===== src/rtl/dma_sched_pkg.sv =====
// rtl/dma_sched_pkg.sv - shared channel state type and widths for the DMA request scheduler
package dma_sched_pkg;

  typedef enum logic [1:0] {
    CH_IDLE,
    CH_ACTIVE,
    CH_DONE,
    CH_ERR
  } ch_state_e;

  localparam int OWN_W       = 4;
  localparam int DEF_TIMEOUT = 64;

endpackage


===== src/rtl/dma_rr_arbiter.sv =====
// rtl/dma_rr_arbiter.sv - round-robin pick of one requester per cycle, pointer advances past the winner
module dma_rr_arbiter
  import dma_sched_pkg::*;
#(
  parameter int NUM_REQ = 8
) (
  input  logic               clk_i,
  input  logic               rst_ni,
  input  logic               en_i,
  input  logic [NUM_REQ-1:0] req_i,
  output logic [NUM_REQ-1:0] gnt_o,
  output logic [OWN_W-1:0]   gnt_idx_o
);

  localparam int PW = (NUM_REQ > 1) ? $clog2(NUM_REQ) : 1;

  logic [PW-1:0] ptr_q, ptr_d;
  logic [PW-1:0] cand;
  logic [PW-1:0] win;
  logic          found;

  always_comb begin
    gnt_o = '0;
    found = 1'b0;
    win   = '0;
    cand  = '0;
    for (int k = 0; k < NUM_REQ; k++) begin
      cand = PW'((int'(ptr_q) + k) % NUM_REQ);
      if (!found && req_i[cand]) begin
        found = 1'b1;
        win   = cand;
      end
    end
    ptr_d = ptr_q;
    if (found && en_i) begin
      gnt_o[win] = 1'b1;
      ptr_d      = (win == PW'(NUM_REQ - 1)) ? '0 : win + PW'(1);
    end
  end

  assign gnt_idx_o = OWN_W'(win);

  always_ff @(posedge clk_i or negedge rst_ni) begin
    if (!rst_ni) begin
      ptr_q <= '0;
    end else begin
      ptr_q <= ptr_d;
    end
  end

endmodule


===== src/rtl/dma_req_scheduler.sv =====
// rtl/dma_req_scheduler.sv - binds round-robin winners to the lowest idle DMA channel and
// drives DMA_REQ until the requested number of acknowledge beats has been seen
module dma_req_scheduler
  import dma_sched_pkg::*;
#(
  parameter int NUM_REQ = 8,
  parameter int NUM_CH  = 4,
  parameter int LEN_W   = 8,
  parameter int TIMEOUT = DEF_TIMEOUT
) (
  input  logic                      DMA_CLK,
  input  logic                      DMA_RST_N,
  input  logic [NUM_REQ-1:0]        REQ_VALID,
  input  logic [NUM_REQ*LEN_W-1:0]  REQ_LEN,
  output logic [NUM_REQ-1:0]        REQ_READY,
  output logic [NUM_REQ-1:0]        REQ_DONE,
  output logic [NUM_REQ-1:0]        REQ_ERR,
  output logic [NUM_CH-1:0]         DMA_REQ,
  input  logic [NUM_CH-1:0]         DMA_ACK,
  output logic [NUM_CH-1:0]         CH_BUSY,
  output logic [NUM_CH*OWN_W-1:0]   CH_OWNER
);

  localparam int TW = $clog2(TIMEOUT);

  logic [NUM_CH-1:0]             ch_idle, ch_done, ch_err, ch_gnt;
  logic [NUM_CH-1:0][OWN_W-1:0]  ch_own;
  logic [NUM_REQ-1:0]            owns, eligible, gnt;
  logic [OWN_W-1:0]              gnt_idx;
  logic [LEN_W-1:0]              gnt_len;
  logic                          gnt_en;

  always_comb begin
    owns     = '0;
    REQ_DONE = '0;
    REQ_ERR  = '0;
    for (int i = 0; i < NUM_REQ; i++) begin
      for (int c = 0; c < NUM_CH; c++) begin
        if (ch_own[c] == OWN_W'(i)) begin
          if (CH_BUSY[c]) owns[i]     = 1'b1;
          if (ch_done[c]) REQ_DONE[i] = 1'b1;
          if (ch_err[c])  REQ_ERR[i]  = 1'b1;
        end
      end
    end
  end

  assign eligible = REQ_VALID & ~owns;
  // Grants are suppressed while reset is asserted so REQ_READY stays low then.
  assign gnt_en   = DMA_RST_N & (|ch_idle);

  dma_rr_arbiter #(
    .NUM_REQ (NUM_REQ)
  ) u_arb (
    .clk_i     (DMA_CLK),
    .rst_ni    (DMA_RST_N),
    .en_i      (gnt_en),
    .req_i     (eligible),
    .gnt_o     (gnt),
    .gnt_idx_o (gnt_idx)
  );

  assign REQ_READY = gnt;
  assign ch_gnt    = (|gnt) ? (ch_idle & (~ch_idle + NUM_CH'(1))) : '0;

  always_comb begin
    gnt_len = '0;
    for (int i = 0; i < NUM_REQ; i++) begin
      if (gnt[i]) gnt_len = REQ_LEN[i*LEN_W +: LEN_W];
    end
  end

  for (genvar c = 0; c < NUM_CH; c++) begin : g_ch
    ch_state_e         state_q;
    logic [LEN_W-1:0]  rem_q;
    logic [TW-1:0]     timer_q;
    logic [OWN_W-1:0]  own_q;

    always_ff @(posedge DMA_CLK or negedge DMA_RST_N) begin
      if (!DMA_RST_N) begin
        state_q <= CH_IDLE;
        rem_q   <= '0;
        timer_q <= '0;
        own_q   <= '0;
      end else begin
        case (state_q)
          CH_IDLE: begin
            if (ch_gnt[c]) begin
              own_q   <= gnt_idx;
              rem_q   <= gnt_len;
              timer_q <= '0;
              state_q <= (gnt_len == '0) ? CH_DONE : CH_ACTIVE;
            end
          end
          CH_ACTIVE: begin
            if (DMA_ACK[c]) begin
              rem_q   <= rem_q - LEN_W'(1);
              timer_q <= '0;
              if (rem_q == LEN_W'(1)) state_q <= CH_DONE;
            end else if (timer_q == TW'(TIMEOUT - 1)) begin
              state_q <= CH_ERR;
            end else begin
              timer_q <= timer_q + TW'(1);
            end
          end
          default: state_q <= CH_IDLE;
        endcase
      end
    end

    assign ch_idle[c] = (state_q == CH_IDLE);
    assign ch_done[c] = (state_q == CH_DONE);
    assign ch_err[c]  = (state_q == CH_ERR);
    assign DMA_REQ[c] = (state_q == CH_ACTIVE);
    assign CH_BUSY[c] = (state_q != CH_IDLE);
    assign ch_own[c]  = own_q;
    assign CH_OWNER[c*OWN_W +: OWN_W] = (state_q != CH_IDLE) ? own_q : '0;
  end

endmodule


===== config.mk =====
export PLATFORM = sky130hd
export DESIGN_NAME = dma_req_scheduler
export DESIGN_NICKNAME = d
export VERILOG_FILES = /design/src/rtl/dma_sched_pkg.sv /design/src/rtl/dma_rr_arbiter.sv /design/src/rtl/dma_req_scheduler.sv
export SDC_FILE = /design/constraint.sdc
export NUM_CORES = 1
export LEC_CHECK = 0
export ABC_AREA = 1
export BUFFER_PORTS_ARGS = -buffer_cell sky130_fd_sc_hd__buf_2
export CORE_UTILIZATION = 45
export DETAILED_ROUTE_END_ITERATION = 8
export PLACE_DENSITY = 0.77
export SLEW_MARGIN = 20
export SYNTH_ARGS = -nofsm -noshare
export SYNTH_HDL_FRONTEND = slang
export SYNTH_HIERARCHICAL = 1
export SYNTH_SLANG_ARGS = --single-unit

===== constraint.sdc =====
create_clock -name DMA_CLK -period 10.01 [get_ports DMA_CLK]
set_input_delay 1.5015 -clock DMA_CLK [delete_from_list [all_inputs] [get_ports DMA_CLK]]
set_output_delay 1.5015 -clock DMA_CLK [all_outputs]
set_load 0.1 [all_outputs]

======== Word-level counts from Yosys, hierarchy flattened ========
Index checks and enable logic that the tools add are counted.
operators by class
  $add $sub $neg .......................... 17
  magnitude comparators ................... 10
  eq/ne operators ......................... 69
  muxes and demuxes ....................... 269
  bitwise gates (word level) .............. 5
  reductions and logical operators ........ 51
operator list
  cell                                                        number
  2-to-1 mux 1 bit                                            188
  2-to-1 mux 8 bit                                            17
  2-to-1 mux 6 bit                                            12
  case mux 8 bit (2 select lines)                             4
  equality test 3 bit, second input constant                  17
  case mux 6 bit (2 select lines)                             4
  2-to-1 mux 3 bit                                            13
  less-than comparator 3 x 4 -> 1 bit, second input constant  9
  AND reduction 3 bit                                         12
  2-to-1 mux 2 bit                                            17
  equality test 8 x 1 -> 1 bit, second input constant         4
  subtractor 8 x 1 -> 8 bit, second input constant            4
  adder 6 x 1 -> 6 bit, second input constant                 4
  binary-select mux 1 bit (select 3 bit)                      8
  equality test 3 x 2 -> 1 bit, second input constant         8
  equality test 6 bit, second input constant                  4
  equality test 2 bit, second input constant                  8
  logical NOT 4 bit                                           4
  != test 2 x 1 -> 1 bit, second input constant               8
  case mux 2 bit (2 select lines)                             4
  nonzero test 2 bit                                          8
  adder 3 bit, second input constant                          4
  equality test 3 x 1 -> 1 bit, second input constant         4
  != test 3 x 1 -> 1 bit, second input constant               4
  21 further kinds                                            52
word-level totals
  bits in registers ....................... 79
  bits of input ports ..................... 78
  output and inout bits ................... 48
  logic and storage cells ................. 438

======== Depth between registers and ports, before layout ========
  word-level depth ........................ 52
  mapped depth ............................ 34
  depth with buffers taken out ............ 34

======== Cells and area by module ========
Netlist, hierarchy kept.
modules (own cells, without submodules)
  module             times used  cells each  area an instance (um^2)  seq. area each (um^2)
  dma_req_scheduler  1           912         6125.9                   2001.9
  dma_rr_arbiter     1           169         1067.3                   75.1

======== Worst setup path before layout ========
No wires, ideal clock.
  kind .................................... input to output
  start point ............................. input REQ_VALID[3]
  end point ............................... output REQ_READY[0]
  data arrival time ....................... 4370 ps
  data required time ...................... 8509 ps
  path slack .............................. 4138 ps
  stages .................................. 16
  buffers on the path ..................... 0
  cell sequence ........................... o21ai_0 a211oi_1 nand2_1 nand3_2 nand3_2 nand2_4 nor2_1 nand2_1 nand2_1 a21oi_1 nand2_1 nor2_2 nand3_1 nor2_1 nand2_1 nor2_1
between the ends
  longest elaborated chain between the ends .. 30
  elaborated cells on any way between the ends .. 54
  those cells by class .................... 2 x order compare; 35 x mux; 1 x bitwise; 16 x reduce/logical
RTL lines
  what                                                                                                                            line                     RTL
  start, declared                                                                                                                 dma_req_scheduler.sv:13  input logic [NUM_REQ-1:0] REQ_VALID,
  AND 8 bit *                                                                                                                     dma_req_scheduler.sv:48  assign eligible = REQ_VALID & ~owns;
  net eligible[3]                                                                                                                 dma_req_scheduler.sv:28  logic [NUM_REQ-1:0] owns, eligible, gnt;
  binary-select mux 1 bit (select 3 bit)                                                                                          dma_rr_arbiter.sv:29     if (!found && req_i[cand]) begin
  2-to-1 mux 1 bit (implied by the code)                                                                                          dma_rr_arbiter.sv:29
  2-to-1 mux 1 bit                                                                                                                dma_rr_arbiter.sv:29
  logical NOT 1 bit                                                                                                               dma_rr_arbiter.sv:29
  logical AND 1 bit                                                                                                               dma_rr_arbiter.sv:29
  2-to-1 mux 1 bit                                                                                                                dma_rr_arbiter.sv:29
  (+15 left out)                                                                                                                  -
  logical NOT 1 bit                                                                                                               dma_rr_arbiter.sv:29
  logical AND 1 bit                                                                                                               dma_rr_arbiter.sv:29
  2-to-1 mux 3 bit                                                                                                                dma_rr_arbiter.sv:29
  less-than comparator 3 x 4 -> 1 bit (implied by the code) / greater-or-equal comparator 3 x 1 -> 1 bit (equally long branches)  dma_rr_arbiter.sv:36     gnt_o[win] = 1'b1;
  logical AND 1 bit (implied by the code)                                                                                         dma_rr_arbiter.sv:36
  2-to-1 mux 1 bit (implied by the code)                                                                                          dma_rr_arbiter.sv:36
  demux 1 bit (select 3 bit)                                                                                                      -
  2-to-1 mux 8 bit *                                                                                                              dma_rr_arbiter.sv:35     if (found && en_i) begin
  end, declared                                                                                                                   dma_req_scheduler.sv:15  output logic [NUM_REQ-1:0] REQ_READY,
Mark *: on every way through the listed nets, which the timed path passes. The rest lies on a longest branch. The select of a mux whose other input is x is not followed.

======== Worst setup path in the final report ========
  start point ............................. input REQ_VALID[0]
  end point ............................... output REQ_READY[3]
between the ends
  longest elaborated chain between the ends .. 30
  elaborated cells on any way between the ends .. 54
  those cells by class .................... 2 x order compare; 35 x mux; 1 x bitwise; 16 x reduce/logical
RTL lines
  what                                                                                                                            line                     RTL
  AND 8 bit *                                                                                                                     dma_req_scheduler.sv:48
  net eligible[0]                                                                                                                 dma_req_scheduler.sv:28
  binary-select mux 1 bit (select 3 bit)                                                                                          dma_rr_arbiter.sv:29
  2-to-1 mux 1 bit (implied by the code)                                                                                          dma_rr_arbiter.sv:29
  2-to-1 mux 1 bit                                                                                                                dma_rr_arbiter.sv:29
  logical NOT 1 bit                                                                                                               dma_rr_arbiter.sv:29
  logical AND 1 bit                                                                                                               dma_rr_arbiter.sv:29
  2-to-1 mux 1 bit                                                                                                                dma_rr_arbiter.sv:29
  (+16 left out)                                                                                                                  -
  logical AND 1 bit                                                                                                               dma_rr_arbiter.sv:29
  2-to-1 mux 3 bit *                                                                                                              dma_rr_arbiter.sv:29
  net gnt_idx[2]                                                                                                                  dma_req_scheduler.sv:29  logic [OWN_W-1:0] gnt_idx;
  less-than comparator 3 x 4 -> 1 bit (implied by the code) / greater-or-equal comparator 3 x 1 -> 1 bit (equally long branches)  dma_rr_arbiter.sv:36
  logical AND 1 bit (implied by the code)                                                                                         dma_rr_arbiter.sv:36
  2-to-1 mux 1 bit (implied by the code)                                                                                          dma_rr_arbiter.sv:36
  demux 1 bit (select 3 bit) *                                                                                                    -
  2-to-1 mux 8 bit *                                                                                                              dma_rr_arbiter.sv:35
Marked as above.

==> run summary <==
Syn_nets = 1174
Number of flops mapped to enable cells by yosys = 0
Max clock buf depth = 2
Area share of the largest cell type after synthesis = 0.289
Vias in the first global route = 6964
Fin nets = 1288
Fin Clk Skew = 8.48 ps
Die ar. = 16500 µm²
Root Driver = clkbuf_16
Maxcap violations = 0
Worst slew pin tran = 1060 ps
Number of synthesized register bits = 83
Gr usage total = 0.249
Cell taking the most area after synthesis = dfrtp_1
Main synth FF type = dfrtp_1
Drt via density = 5.42
Register area share after synthesis = 0.289
CTS tree = done
Syn. warnings = 6
Most common cell in the netlist = nand2_1
IO Pins = 126
Hold Path Class = flip-flop to flip-flop
Routed wire length = 20200 µm
DRC Markers = 0
Initial antenna violation count = 0
Fraction of layout cells with a size suffix above 1 = 0.207
Endpoints failing hold = 0
Setup Crit Path Kind = input pin to primary output
Synth area leaders = dfrtp_1 29%, nand2_1 13%, nor2_1 7.4%
CTS clk-pin slew, worst paths = 60 ps
Critical Path Fanout Max = 18
Status = finished, final reports clean
Unrepaired setup endpoints after global routing = false
Die Ht = 128 µm
Resize count post-CTS = 0
Slew margin rel. = 0.291
Mapped cell area = 7190 µm²
Avg Inst Size Synth = 6.65 µm²
Final min period = 6350 ps
Remaining Overflow, GRT = 0
Final ANT Viol Nets = 0
RePlAce Congestion = 1.04
CTS Sinks = 83
Worst EP arrival = 4840 ps
H-Tree Depth = 3
Gate Count Post-Synth = 1081
CP Capture Type = primary output
Pre-antenna DRT Iters = 7
Maximum number of pins on one net before global-route repair = 60
# setup viols final = 0
Final non-filler cell total = 1411
Rows = 45
Post-DP HPWL = 15500 µm
WL/cell = 14.3 µm
Cts hold-fix bufs = 0
Area growth, synth to finish = 14.8%
Worst setup SP type = input pin
Die Wd = 128 µm
Period utilisation layout = 0.634
Hold_ws = 499 ps
Critical Path RT = 8510 ps
Synth unique cells = 60
Port bufs = 125
Fin Setup TNS = 0 ps
Fmax = 0.158 GHz
Final core utilization = 0.535
Worst-Skew Late Latency = 340 ps
Detailed Route Iter0 Violations = 812
Via Count = 7643
Core Region = 15400 µm²
Post-synth top cells = 241 x nand2_1, 141 x nor2_1, 134 x inv_1
N_diodes = 0
TritonCTS buffer count = 9
Dpl cells = 1395
Asr flop ratio synth = 1.00
Initial Utilization = 0.466
Global-route wire length before repair = 33100 µm
Slew Viols, Final = 0
# Post-CTS Setup Buffers = 0
cell type report:
| class | count | area, µm² |
|---|---|---|
| clock buffers | 9 | 225 |
| clock inverters | 7 | 81.3 |
| fillers | 1537 | 7170 |
| inverters | 159 | 614 |
| multi-input cells | 815 | 4350 |
| flip-flops and latches | 83 | 2080 |
| well taps | 211 | 264 |
| repair buffers | 127 | 643 |
worst paths after layout:
kind                                                 from                        endpoint  slack, ps  depth (start not counted)
max in group asynchronous                       DMA_RST_N    g_ch[1].rem_q[4]$_DFFE_PN0P_       7900                          2
min in group asynchronous                       DMA_RST_N    g_ch[3].own_q[2]$_DFFE_PN0P_       1050                          1
max reg2reg                g_ch[2].state_q[1]$_DFFE_PN0P_  g_ch[2].state_q[0]$_DFFE_PN0P_       4640                         32
min reg2reg                  g_ch[0].own_q[3]$_DFFE_PN0P_    g_ch[0].own_q[3]$_DFFE_PN0P_        500                          2
min                          g_ch[0].own_q[3]$_DFFE_PN0P_    g_ch[0].own_q[3]$_DFFE_PN0P_        500                          2
max                                          REQ_VALID[0]                    REQ_READY[3]       3660                         18
worst max-delay path, cell delays in order:
cell and delay [ps]:
buf_2 70, o21ai_0 70, a211oi_1 500, nand2_1 160, nand3_1 140, nand3_1 130, nand2_4 150, nor2_8 50
nand2_1 60, nand3_1 120, clkinv_1 60, nand2_1 40, nor2_1 110, nand3_2 130, inv_1 100, nand2_1 70
nor2_1 800, buf_2 580
sequential cells by signal (all words and copies together), names as in the netlist:
name and cells:
u_arb/ptr_q 3, g_ch.own_q 16, g_ch.state_q 8, g_ch.timer_q 24
g_ch.rem_q 32
metrics by stage:
step / setup WS [ps] / cell area (µm²)
global route: 3350 / 8260
floorplan: 4140 / 7190
CTS: 3730 / 8260
finish: 3660 / 8260
detailed placement: 3750 / 7950
global placement: 3760 / 7950
logic make-up (layout without fill, tap and decap cells):
group,after synthesis,count (layout),share of synthesized area
xor gates and xnor gates,22,22,0.0289
AOI/OAI and AO/OA,242,242,0.204
other,1,1,0.000521
DFF,83,83,0.289
buffers and inverters,183,302,0.106
adders and majority gates,15,15,0.0261
and+or+nand+nor,535,535,0.346
cells in the final DEF (no fill, tap or decap), types with 2 or more instances in the layout:
| cell | count |
|---|---|
| nand2_1 | 241 |
| nor2_1 | 141 |
| inv_1 | 134 |
| buf_2 | 124 |
| dfrtp_1 | 83 |
| o21ai_0 | 81 |
| a21oi_1 | 73 |
| nand3_1 | 46 |
| nor3_1 | 27 |
| inv_2 | 19 |
| nand2_2 | 19 |
| xor2_1 | 18 |
| a221oi_1 | 16 |
| o22ai_1 | 15 |
| ha_1 | 15 |
| nand3_2 | 13 |
| nor2_2 | 11 |
| a211oi_1 | 10 |
| a31oi_1 | 9 |
| clkbuf_16 | 9 |
| o21ai_1 | 8 |
| nand4_1 | 8 |
| o21a_1 | 6 |
| or2_2 | 6 |
| nor2_4 | 5 |
| inv_6 | 5 |
| nand2_4 | 5 |
| o21ai_2 | 5 |
| a22oi_1 | 4 |
| nor4_1 | 4 |
| inv_4 | 3 |
| buf_4 | 3 |
| clkinv_4 | 2 |
| nand3_4 | 2 |
| a31oi_4 | 2 |
| xnor2_1 | 2 |
| nor2_8 | 2 |
| nand4_2 | 2 |
per-layer routing:
metal	vias to the layer above	share of wire	wire, µm	track usage
met3	32	0.066	1330	0.0279
met5	-	0	0	0
met4	0	0.016	316	0.0664
met2	295	0.47	9420	0.416
met1	3522	0.45	9110	0.341
li1	3794	-	-	-
Power is not shown: default switching activity piles up to over one toggle a cycle in this logic, so the estimate is an artifact.
